===== src/rtl/mul_ctrl.sv =====
// Sequential shift-add multiplier controller for the RV32M MUL/MULH/MULHSU/MULHU group.
// All arithmetic goes through a shared external ALU. Optional macro: MUL_CTRL_ZERO_BYPASS_EN.
module mul_ctrl #(
   parameter int N = 32
) (
   input  logic         clk,
   input  logic         rst_n,
   input  logic         req_valid,
   output logic         req_ready,
   input  logic [1:0]   req_op,
   input  logic [N-1:0] req_a,
   input  logic [N-1:0] req_b,
   output logic         resp_valid,
   input  logic         resp_ready,
   output logic [N-1:0] resp_data,
   output logic         busy,
   output logic [N-1:0] alu_a,
   output logic [N-1:0] alu_b,
   output logic [3:0]   alu_sel,
   input  logic [N-1:0] alu_res
);

   // Handshake: a transfer happens on a rising edge where valid and ready are both high;
   // the producer holds its payload until then, and the consumer never takes it otherwise.

   typedef enum logic [2:0] {IDLE, PREP_A, PREP_B, ITER, NEG_LO, NEG_HI, DONE} state_t;

   localparam logic [1:0] OP_MUL    = 2'b00;
   localparam logic [1:0] OP_MULH   = 2'b01;
   localparam logic [1:0] OP_MULHSU = 2'b10;
   localparam logic [1:0] OP_MULHU  = 2'b11;
   localparam logic [3:0] ALU_ADD   = 4'b0000;
   localparam logic [3:0] ALU_SUB   = 4'b1100;
   localparam int         CW        = $clog2(N);
   localparam logic [CW-1:0] CNT_LAST = CW'(N - 1);

   state_t          state, state_nx;
   logic [N-1:0]    mcand, hi, lo;
   logic [CW-1:0]   cnt;
   logic [1:0]      op_q;
   logic            sign_a, sign_b;
   logic            accept, zero_bypass, neg, carry, iter_last, low_result;

   assign req_ready  = (state == IDLE) && rst_n;
   assign accept     = req_valid && req_ready;
   assign busy       = (state != IDLE);
   assign resp_valid = (state == DONE);
   assign neg        = sign_a ^ sign_b;
   assign iter_last  = (cnt == CNT_LAST);
   assign low_result = (op_q == OP_MUL) || (op_q == OP_MULHU);
   assign carry      = (hi[N-1] & alu_b[N-1]) | ((hi[N-1] | alu_b[N-1]) & ~alu_res[N-1]);

`ifdef MUL_CTRL_ZERO_BYPASS_EN
   assign zero_bypass = (req_a == '0) || (req_b == '0);
`else
   assign zero_bypass = 1'b0;
`endif

   always_ff @(posedge clk) begin
      if (!rst_n) state <= IDLE;
      else        state <= state_nx;
   end

   always_comb begin
      state_nx = state;
      case (state)
         IDLE: begin
            if (accept) begin
               if (zero_bypass)                                     state_nx = DONE;
               else if (req_op == OP_MUL || req_op == OP_MULHU)     state_nx = ITER;
               else                                                 state_nx = PREP_A;
            end
         end
         PREP_A:  state_nx = (op_q == OP_MULH) ? PREP_B : ITER;
         PREP_B:  state_nx = ITER;
         ITER:    if (iter_last) state_nx = low_result ? DONE : NEG_LO;
         NEG_LO:  state_nx = NEG_HI;
         NEG_HI:  state_nx = DONE;
         DONE:    if (resp_ready) state_nx = IDLE;
         default: state_nx = IDLE;
      endcase
   end

   always_comb begin
      alu_a   = '0;
      alu_b   = '0;
      alu_sel = ALU_ADD;
      case (state)
         PREP_A: begin alu_b = mcand; alu_sel = ALU_SUB; end
         PREP_B: begin alu_b = lo;    alu_sel = ALU_SUB; end
         ITER: begin
            alu_a = hi;
            alu_b = lo[0] ? mcand : '0;
         end
         NEG_LO: begin alu_b = lo; alu_sel = ALU_SUB; end
         // -lo is zero exactly when the original lo was zero, so the carry into hi is still correct.
         NEG_HI: begin alu_a = ~hi; alu_b = {{(N-1){1'b0}}, (lo == '0)}; end
         default: ;
      endcase
   end

   always_ff @(posedge clk) begin
      if (!rst_n) begin
         mcand     <= '0;
         hi        <= '0;
         lo        <= '0;
         cnt       <= '0;
         op_q      <= OP_MUL;
         sign_a    <= 1'b0;
         sign_b    <= 1'b0;
         resp_data <= '0;
      end else begin
         case (state)
            IDLE: begin
               if (accept) begin
                  mcand  <= req_a;
                  lo     <= req_b;
                  hi     <= '0;
                  cnt    <= '0;
                  op_q   <= req_op;
                  sign_a <= req_a[N-1] & ((req_op == OP_MULH) || (req_op == OP_MULHSU));
                  sign_b <= req_b[N-1] & (req_op == OP_MULH);
                  if (zero_bypass) resp_data <= '0;
               end
            end
            PREP_A: if (mcand[N-1]) mcand <= alu_res;
            PREP_B: if (lo[N-1])    lo    <= alu_res;
            ITER: begin
               {hi, lo} <= {carry, alu_res, lo[N-1:1]};
               cnt      <= iter_last ? '0 : cnt + 1'b1;
               if (iter_last && low_result)
                  resp_data <= (op_q == OP_MUL) ? {alu_res[0], lo[N-1:1]} : {carry, alu_res[N-1:1]};
            end
            NEG_LO: if (neg) lo <= alu_res;
            NEG_HI: begin
               if (neg) hi <= alu_res;
               resp_data <= neg ? alu_res : hi;
            end
            default: ;
         endcase
      end
   end

endmodule


===== config.mk =====
export PLATFORM = sky130hd
export DESIGN_NAME = mul_ctrl
export DESIGN_NICKNAME = d
export VERILOG_FILES = /design/src/rtl/mul_ctrl.sv
export SDC_FILE = /design/constraint.sdc
export NUM_CORES = 1
export LEC_CHECK = 0
export CAP_MARGIN = 15
export CORE_MARGIN = 2
export CORE_UTILIZATION = 45
export CTS_BUF_LIST = sky130_fd_sc_hd__clkbuf_8
export CTS_CLUSTER_DIAMETER = 100
export CTS_CLUSTER_SIZE = 12
export DETAILED_ROUTE_END_ITERATION = 8
export GPL_ROUTABILITY_DRIVEN = 0
export PLACE_DENSITY = 0.74
export SETUP_SLACK_MARGIN = 0.1
export SYNTH_ARGS = -nofsm -noshare
export SYNTH_HDL_FRONTEND = slang
export SYNTH_SLANG_ARGS = --single-unit

===== constraint.sdc =====
create_clock -name clk -period 2.1 [get_ports clk]
set_input_delay 0.21 -clock clk [delete_from_list [all_inputs] [get_ports clk]]
set_output_delay 0.21 -clock clk [all_outputs]
set_load 0.01 [all_outputs]

[Word-level counts from Yosys, hierarchy flattened]
Index checks and enable logic that the tools add are counted.
Word-level totals
  flip-flop bits (word level): 140
  bits of input ports: 102
  output and inout bits: 103
  logic and storage cells: 94
Operators by class
  $add $sub $neg: 1
  equality and inequality tests: 19
  multiplexer cells: 27
  bitwise operators: 9
  reductions and logical operators: 27
Operator list (number)
  $mux W32: 10
  $pmux W32 S4: 2
  $pmux W32 S2: 3
  $pmux W32 S3: 1
  $logic_not A32 Y1: 1
  $not A32 Y32: 1
  $pmux W3 S7: 1
  $ne A2 B2 Y1 const B: 6
  $mux W5: 2
  $pmux W5 S2: 1
  $reduce_and A2 Y1: 5
  $eq A3 B3 Y1 const B: 3
  $mux W3: 3
  $reduce_and A3 Y1: 3
  $eq A2 B2 Y1 const B: 3
  $eq A3 B2 Y1 const B: 2
  $reduce_bool A2 Y1: 3
  $reduce_bool A3 Y1: 2
  $add A5 B1 Y5 const B: 1
  $eq A5 B5 Y1 const B: 1
  $and A1 B1 Y1: 4
  $eq A2 B1 Y1 const B: 2
  $logic_not A2 Y1: 2
  $mux W2: 2
  14 further kinds: 19

[Longest topological paths before layout]
Gate-level depths: netlist of run 1.
  depth in word-level cells: 9
  gate-level depth with buffers: 9
  depth with buffers taken out: 7

[Least setup slack after synthesis of run 1]
Ideal clock, no wire load.
  path type: register to register
  start point: register cnt[0]
  end point: register resp_data[0]
  library setup time: 0.061 ns
  data arrival time: 1.846 ns
  data required time: 2.039 ns
  setup slack: 0.193 ns
  stages on the path, launching flop included: 10
  buffers on the path: 2
  clock period less this slack: 1.907 ns
  cells stage by stage: dfxtp_1 > ha_1 > and3_1 > ha_1 > nand4bb_1 > a21boi_1 > and2_1 > clkbuf_1 > buf_2 > a32o_1
On the way
  cells in the longest elaborated chain, start to end: 4
RTL lines
  start, declared: RTL line 39  | logic [CW-1:0] cnt;
  start signal, assigned: RTL line 130  | cnt <= iter_last ? '0 : cnt + 1'b1;
  $eq A5 B5 Y1: RTL line 49  | assign iter_last = (cnt == CNT_LAST);
  $logic_and A1 B1 Y1: RTL line 131  | if (iter_last && low_result)
  $ne A2 B2 Y1 (no source line)
  $reduce_and A2 Y1 (no source line)
  end signal, assigned: RTL line 132  | resp_data <= (op_q == OP_MUL) ? {alu_res[0], lo[N-1:1]} : {carry, alu_res[N-1:1]};
  end signal, assigned: RTL line 137  | resp_data <= neg ? alu_res : hi;
  end, declared: RTL line 15  | output logic [N-1:0] resp_data,
Every way passes these cells.
A chain may end at the register's enable or synchronous reset.

[Final worst setup path of run 1]
  start point: register state[2]
  end point: output alu_b[30]
On the way
  cells in the longest elaborated chain, start to end: 3
  elaborated cells between the ends (all ways): 7
  those cells by class: 5 x eq/ne; 1 x mux; 1 x reduce/logical
RTL lines
  start, declared: RTL line 37  | state_t state, state_nx;
  start signal, assigned: RTL line 61  | else state <= state_nx;
  $eq A3 B3 Y1 / $eq A3 B2 Y1 (equally long branches): RTL line 88  | case (state)
  $reduce_or A2 Y1 (no source line)
  $pmux W32 S4 *: RTL line 88
  end, declared: RTL line 18  | output logic [N-1:0] alu_b,
Every way passes the cells marked *; elsewhere a longest branch is shown, timed or not.

==> results of run 1 <==
## worst min-delay path, delay by kind of cell
kind	cells	cell delay, ps
buffers and inverters	2	460
AOI/OAI and AO/OA	1	80
## repair_timing
action,4_1_cts,5_1_grt
pin swaps,36,31
resized for setup,355,83
buffers inserted,28,16
cloned,11,3
endpoints found under the setup margin,87,143
## sequential cells by signal, indices dropped and copies added, names as in the netlist, 2 cells and up
register / cells
hi: 32
lo: 32
mcand: 32
resp_data: 32
cnt: 5
state: 3
op_q: 2
## where the power goes
| part | switching, mW | internal [mW] | leakage [nW] |
|---|---|---|---|
| Sequential | 0.152 | 2.84 | 1.14 |
| Combinational | 1.41 | 1.33 | 3.85 |
| Clock | 1.08 | 1.20 | 0.211 |
| Total | 2.64 | 5.37 | 5.20 |
## worst paths after layout
check	from	endpoint	slack, ps	depth (start not counted)
worst max-delay path	state[2]	alu_b[30]	10	7
worst min-delay path	req_op[1]	op_q[1]	330	3
worst max register to register	state[2]	hi[8]	140	9
worst min register to register	resp_data[2]	resp_data[2]	470	1
## metrics by stage
| stage | cells | cell area [um^2] | setup slack (ps) | total power, mW | setup TNS [ps] |
|---|---|---|---|---|---|
| after floorplan | 1013 | 8210 | 192.9 | 4.254 | 0 |
| final | 1530 | 12430 | 12.96 | 8.007 | 0 |
| after CTS | 1515 | 12020 | 8.320 | 7.793 | 0 |
| after global routing | 1530 | 12430 | -64.39 | 8.284 | -330.4 |
| after global placement | 1446 | 11200 | 21.77 | 5.307 | 0 |
| after detailed placement | 1446 | 11200 | 29.09 | 5.335 | 0 |
## placed cells by master (no fill, tap or decap), types with 5 or more instances in the layout
master	synthesis	routed
a21oi_1	47	46
a22o_1	30	30
a2bb2oi_1	60	60
a311oi_1	31	22
a311oi_2	29	38
a32o_1	31	31
buf_12	0	23
buf_2	27	65
buf_4	3	110
buf_6	3	16
buf_8	0	8
clkbuf_8	0	19
clkdlybuf4s50_1	0	133
dfxtp_1	140	136
inv_1	9	11
mux2i_1	61	61
nand2_1	226	199
nand2_2	0	14
nand2_4	0	13
nand2b_1	6	5
nand3_1	42	42
nor2_1	44	41
nor3_1	33	31
nor4_2	0	5
o21ai_0	39	12
o21ai_1	0	9
o21ai_2	0	18
## cells by family after synthesis
kind of cell             after synthesis  share of synthesized area
AND/OR/NAND/NOR                      384                     0.2032
AO/OA/AOI/OAI                        299                     0.3069
flip-flops                           140                     0.3415
buffers and inverters                119                    0.06266
multiplexers                          61                    0.07440
adder cells (fa/ha/maj)                5                   0.007623
XOR/XNOR                               3                   0.003202
other                                  1                  0.0004569
## area by class of cell
cell class	instances	area [um^2]	share of cell area
clock buffers	19	261.5	0.02104
clock inverters	11	128.9	0.01037
inverters	10	40.04	0.003222
multi-input cells	754	5350	0.4305
flip-flops and latches	140	2813	0.2263
well taps	229	286.5	0.02305
repair buffers	367	3548	0.2855
## layer usage
layer  up-vias  wire, um  share of wire
li1       4309         -              -
met2       603     15810           0.47
met5         -         0              0
met4         0      1127          0.034
met1      4557     13460           0.40
met3       103      3203          0.095
==> impl_metrics.ini, run 1 <==
[sta]
fin_crit_ps = 2087
max_freq_mhz = 479.1
rsz0062_at_grt = true
finalCritPeriodShare = 0.9938
drv_slew = 0
whs_ps = 331.7
hold_viol = 0
fin_skew_ps = 9.162
setup_viol = 0

[power]
cellPowerDensity_nw_per_um2 = 644.3
p_leak_nw = 5.204
peakVddDrop_mv = 0.4844

[clock_tree]
cts.sinks = 140
cts-root-buf = clkbuf_8
h-tree-depth = 4
clkLatencyLatePin_ps = 460
cts.path.max_buffers = 2
cts_tree = built
holdBufCountCts = 0
cts_made_buffers = 17
clkTransAtPathRegs_ps = 80

[floorplan]
start_util = 0.4584
dieArea_um2 = 19330
die_height_um = 139.0
coreArea_um2 = 17900
row_count = 49
die_w_um = 139.0
io_pins = 205

[synth]
syn_inst = 1012
synth_top_area_frac = 0.3415
synthTopCellsByCount = nand2_1, dfxtp_1, clkbuf_1, mux2i_1, a2bb2oi_1
synth_area_um2 = 8207
seq_area_frac_synth = 0.3415
async_flop_share = 0
yosysWarnings = 0
yosys.area.top_type = dfxtp_1
synth-edff-count = 0
yosysMostFrequentCell = nand2_1
ys.flop_type = dfxtp_1
synth_area_leaders = dfxtp_1, nand2_1, mux2i_1
synth.distinct_cells = 61
avgSynthCellArea_um2 = 8.109
ys_ff_latch = 140

[place]
dp_hpwl_um = 20070
io_buffer_count = 202

[global_routing]
antenna_found_initial = 0
grt_pass1_wl_um = 49820
grt_max_degree = 56
grt_pass1_vias = 8927
top_usage_layer = met2
use_met3 = 0.06112
gr-total-overflow = 0
grt_use_met1 = 0.4133
met2_usage = 0.5424
track_usage = 0.3228

[job]
maxCapViolCount = 0

[worst_setup_path]
crit_path_cell_trace = buf_6 -> nand2b_4 -> nor2_4 -> buf_12 -> buf_8 -> a22o_1 -> buf_2
critPathMaxFanout = 5
slowest_stage = dfxtp_2
critPathCaptureType = primary output
cp.arrival_ps = 1880
worstPathRequired_ps = 1890
cp_num_buf_inv = 4
start_kind = register
slowest_delay_ps = 340
cp_top_family = buffers and inverters
criticalPathCategory = register to primary output

[detailed_routing]
routed_via_density = 6.256
first_pass_iters = 7
drc_errors = 0
final_antenna_net_count = 0
routedWlPerCell_um = 21.96
wl_um = 33600
drtIter0Drc = 1113
vias = 9572

[finish]
drive_above_1_share = 0.2929
fin_util = 0.6942
fin_nets = 1397
fillers = 1429
area_growth_syn_to_layout_pct = 51.44
antenna_cells = 0

[worst_hold_path]
hold_class = primary input to register

[status]
status = completed
Note: power is estimated with default switching activity, not from simulation.
==> run 2: changes to the inputs <==
--- a/config.mk
+++ b/config.mk
@@ -6,14 +6,14 @@
 export NUM_CORES = 1
 export LEC_CHECK = 0
 export CAP_MARGIN = 15
-export CORE_MARGIN = 2
+export CORE_MARGIN = 3
 export CORE_UTILIZATION = 45
 export CTS_BUF_LIST = sky130_fd_sc_hd__clkbuf_8
 export CTS_CLUSTER_DIAMETER = 100
 export CTS_CLUSTER_SIZE = 12
 export DETAILED_ROUTE_END_ITERATION = 8
 export GPL_ROUTABILITY_DRIVEN = 0
-export PLACE_DENSITY = 0.74
+export PLACE_DENSITY = 0.81
 export SETUP_SLACK_MARGIN = 0.1
 export SYNTH_ARGS = -nofsm -noshare
 export SYNTH_HDL_FRONTEND = slang
==> run 2 against run 1 <==
  * The flow now finishes with violations (setup timing)
  * Maximum frequency down 1.9%
  * Sequential power up 1%
  * Clock skew up 2.5 ps
  * Die area up 2.9%
  * Count of clock-buffer cells in the layout up 3
  * Register-to-register slack worse by 140 ps
  * Core utilization up 4.4 points
  * Setup slack worse by 41 ps
  * First-iteration DRC count up 14%
  * Sequential cell count unchanged
  * Critical endpoint is now alu_a[18]
  * Highest routed layer unchanged
==> impl_metrics.ini, run 2 (synthesized netlist as in run 1, its figures left out) <==
[global_routing]
gr-total-overflow = 0
met2_usage = 0.5340
antenna_found_initial = 0
grt_pass1_wl_um = 52210
top_usage_layer = met2
grt_max_degree = 49
grt_pass1_vias = 9471
grt_use_met1 = 0.4061
track_usage = 0.3299
use_met3 = 0.08446

[worst_setup_path]
crit_path_cell_trace = buf_6 -> buf_6 -> and3b_4 -> buf_12 -> buf_12 -> nand2_2 -> o21ai_1 -> buf_2
worstReg2RegStart = state[1]
r2r_slack_ps = 0
worstPathRequired_ps = 1890
cp.arrival_ps = 1920
slowest_delay_ps = 400
reg2reg_to = mcand[0]
start_kind = register
critPathMaxFanout = 8
critPathCaptureType = primary output
r2r_cells = 9
criticalPathCategory = register to primary output
slowest_stage = dfxtp_4

[detailed_routing]
vias = 10010
first_pass_iters = 7
final_antenna_net_count = 0
drtIter0Drc = 1271
routed_via_density = 6.517
wl_um = 37170
routedWlPerCell_um = 24.20
drc_errors = 0

[finish]
fillers = 1219
antenna_cells = 0
mostFrequentLayoutCell = nand2_1
multi_input_area_um2 = 5535
drive_above_1_share = 0.3150
final_cell_mix = nand2_1, dfxtp_1, clkdlybuf4s50_1
seqCellArea_um2 = 2813
fin_nets = 1406
area_growth_syn_to_layout_pct = 58.30
instances_no_fill = 1536

[sta]
fin_crit_ps = 2128
worstMarginPinSlew_ps = 670.3
max_freq_mhz = 469.9
drv_slew = 0
relSlewSlack = 0.5531
whs_ps = 339.1
fin_skew_ps = 11.64
hold_viol = 0
setup_viol = 9
finalCritPeriodShare = 1.013
fin_ws_ps = -27.95
rsz0062_at_grt = true

[clock_tree]
clkLatencyLatePin_ps = 450
cts.path.max_buffers = 2
cts-root-buf = clkbuf_8
h-tree-depth = 4
clkTransAtPathRegs_ps = 80
cts_made_buffers = 17
cts.sinks = 140
holdBufCountCts = 0
cts_tree = built

[power]
cellPowerDensity_nw_per_um2 = 638.3
sequentialPowerShare = 0.365
peakVddDrop_mv = 0.4690
p_switching_mw = 2.731
p_leak_nw = 5.480
p_sw_frac = 0.3293
power_frac_comb = 0.349
power.internal_mw = 5.562
clockPowerShare = 0.286

[place]
dp.cells = 1426
dp_hpwl_um = 20590
io_buffer_count = 202

[floorplan]
dieArea_um2 = 19890
die_height_um = 141.0
row_count = 48
start_util = 0.4664
io_pins = 205
coreArea_um2 = 17600
die_w_um = 141.0

[worst_hold_path]
hold_class = primary input to register
hold_depth = 3
min_from = req_a[26]
min_to = mcand[26]

[status]
status = finished with violations
failed_checks = setup timing

[job]
maxCapViolCount = 0
-- run 2: cell types whose count changed in the layout (fill, tap and decap cells not counted), moves of 7 or more --
| cell | before | now |
|---|---|---|
| a311oi_1 | 22 | 29 |
| a311oi_2 | 38 | 30 |
| buf_4 | 110 | 100 |
| buf_6 | 16 | 30 |
| nor2_1 | 41 | 16 |
| nor2_4 | 2 | 21 |
-- run 2: critical path: cells and delay by family (launching register included) --
family,cells,cell delay (ps)
AO/OA/AOI/OAI,1,80
buffers and inverters,5,690
flip-flops,1,400
AND/OR/NAND/NOR,2,290
-- run 2: metal layers --
layer,vias to the layer above,part of all wire
li1,4325,-
met1,4666,0.36
met2,806,0.45
met3,213,0.12
met4,0,0.070
met5,-,0
-- run 2: power by group through the flow --
stage	clock, mW	sequential [mW]	combinational, mW
floorplan	0	3.02	1.23
global placement	0	3.02	2.22
detailed placement	0	3.02	2.26
CTS	2.36	2.98	2.52
global route	2.49	3.05	3.03
finish	2.37	3.03	2.89
-- run 2: per-stage QoR --
step / setup TNS (ps) / setup slack (ps) / total power [mW] / area, um^2 / util
floorplan: 0 / 192.9 / 4.254 / 8210 / -
global placement: 0 / 60.87 / 5.238 / 11020 / 0.6263
detailed placement: 0 / 52.43 / 5.277 / 11020 / 0.6263
CTS: -154.0 / -66.54 / 7.856 / 12120 / 0.6889
global route: -1838 / -70.92 / 8.571 / 12990 / 0.7383
finish: -90.13 / -27.95 / 8.293 / 12990 / 0.7383
-- run 2: how the worst max path moves through the flow --
stage	startpoint	depth (start not counted)	endpoint	slack, ps
detailed placement	lo[24]	6	alu_b[0]	50
CTS	lo[0]	5	alu_b[0]	-70
floorplan	cnt[0]	9	resp_data[0]	190
finish	state[1]	8	alu_a[18]	-30
global placement	lo[15]	5	alu_b[0]	60
global route	state[2]	8	alu_a[23]	-70
-- run 2: cell type report --
type                    count  area share
well taps                 225     0.02167
clock inverters             9    0.009150
clock buffers              22     0.02331
flip-flops and latches    140      0.2165
multi-input cells         754      0.4261
repair buffers            376      0.3002
inverters                  10    0.003082
-- run 2: timing repair --
action	4_1_cts	5_1_grt
setup endpoints to repair	74	173
buffers inserted	35	24
cloned	14	13
pin swaps	46	52
gates resized for setup	393	111
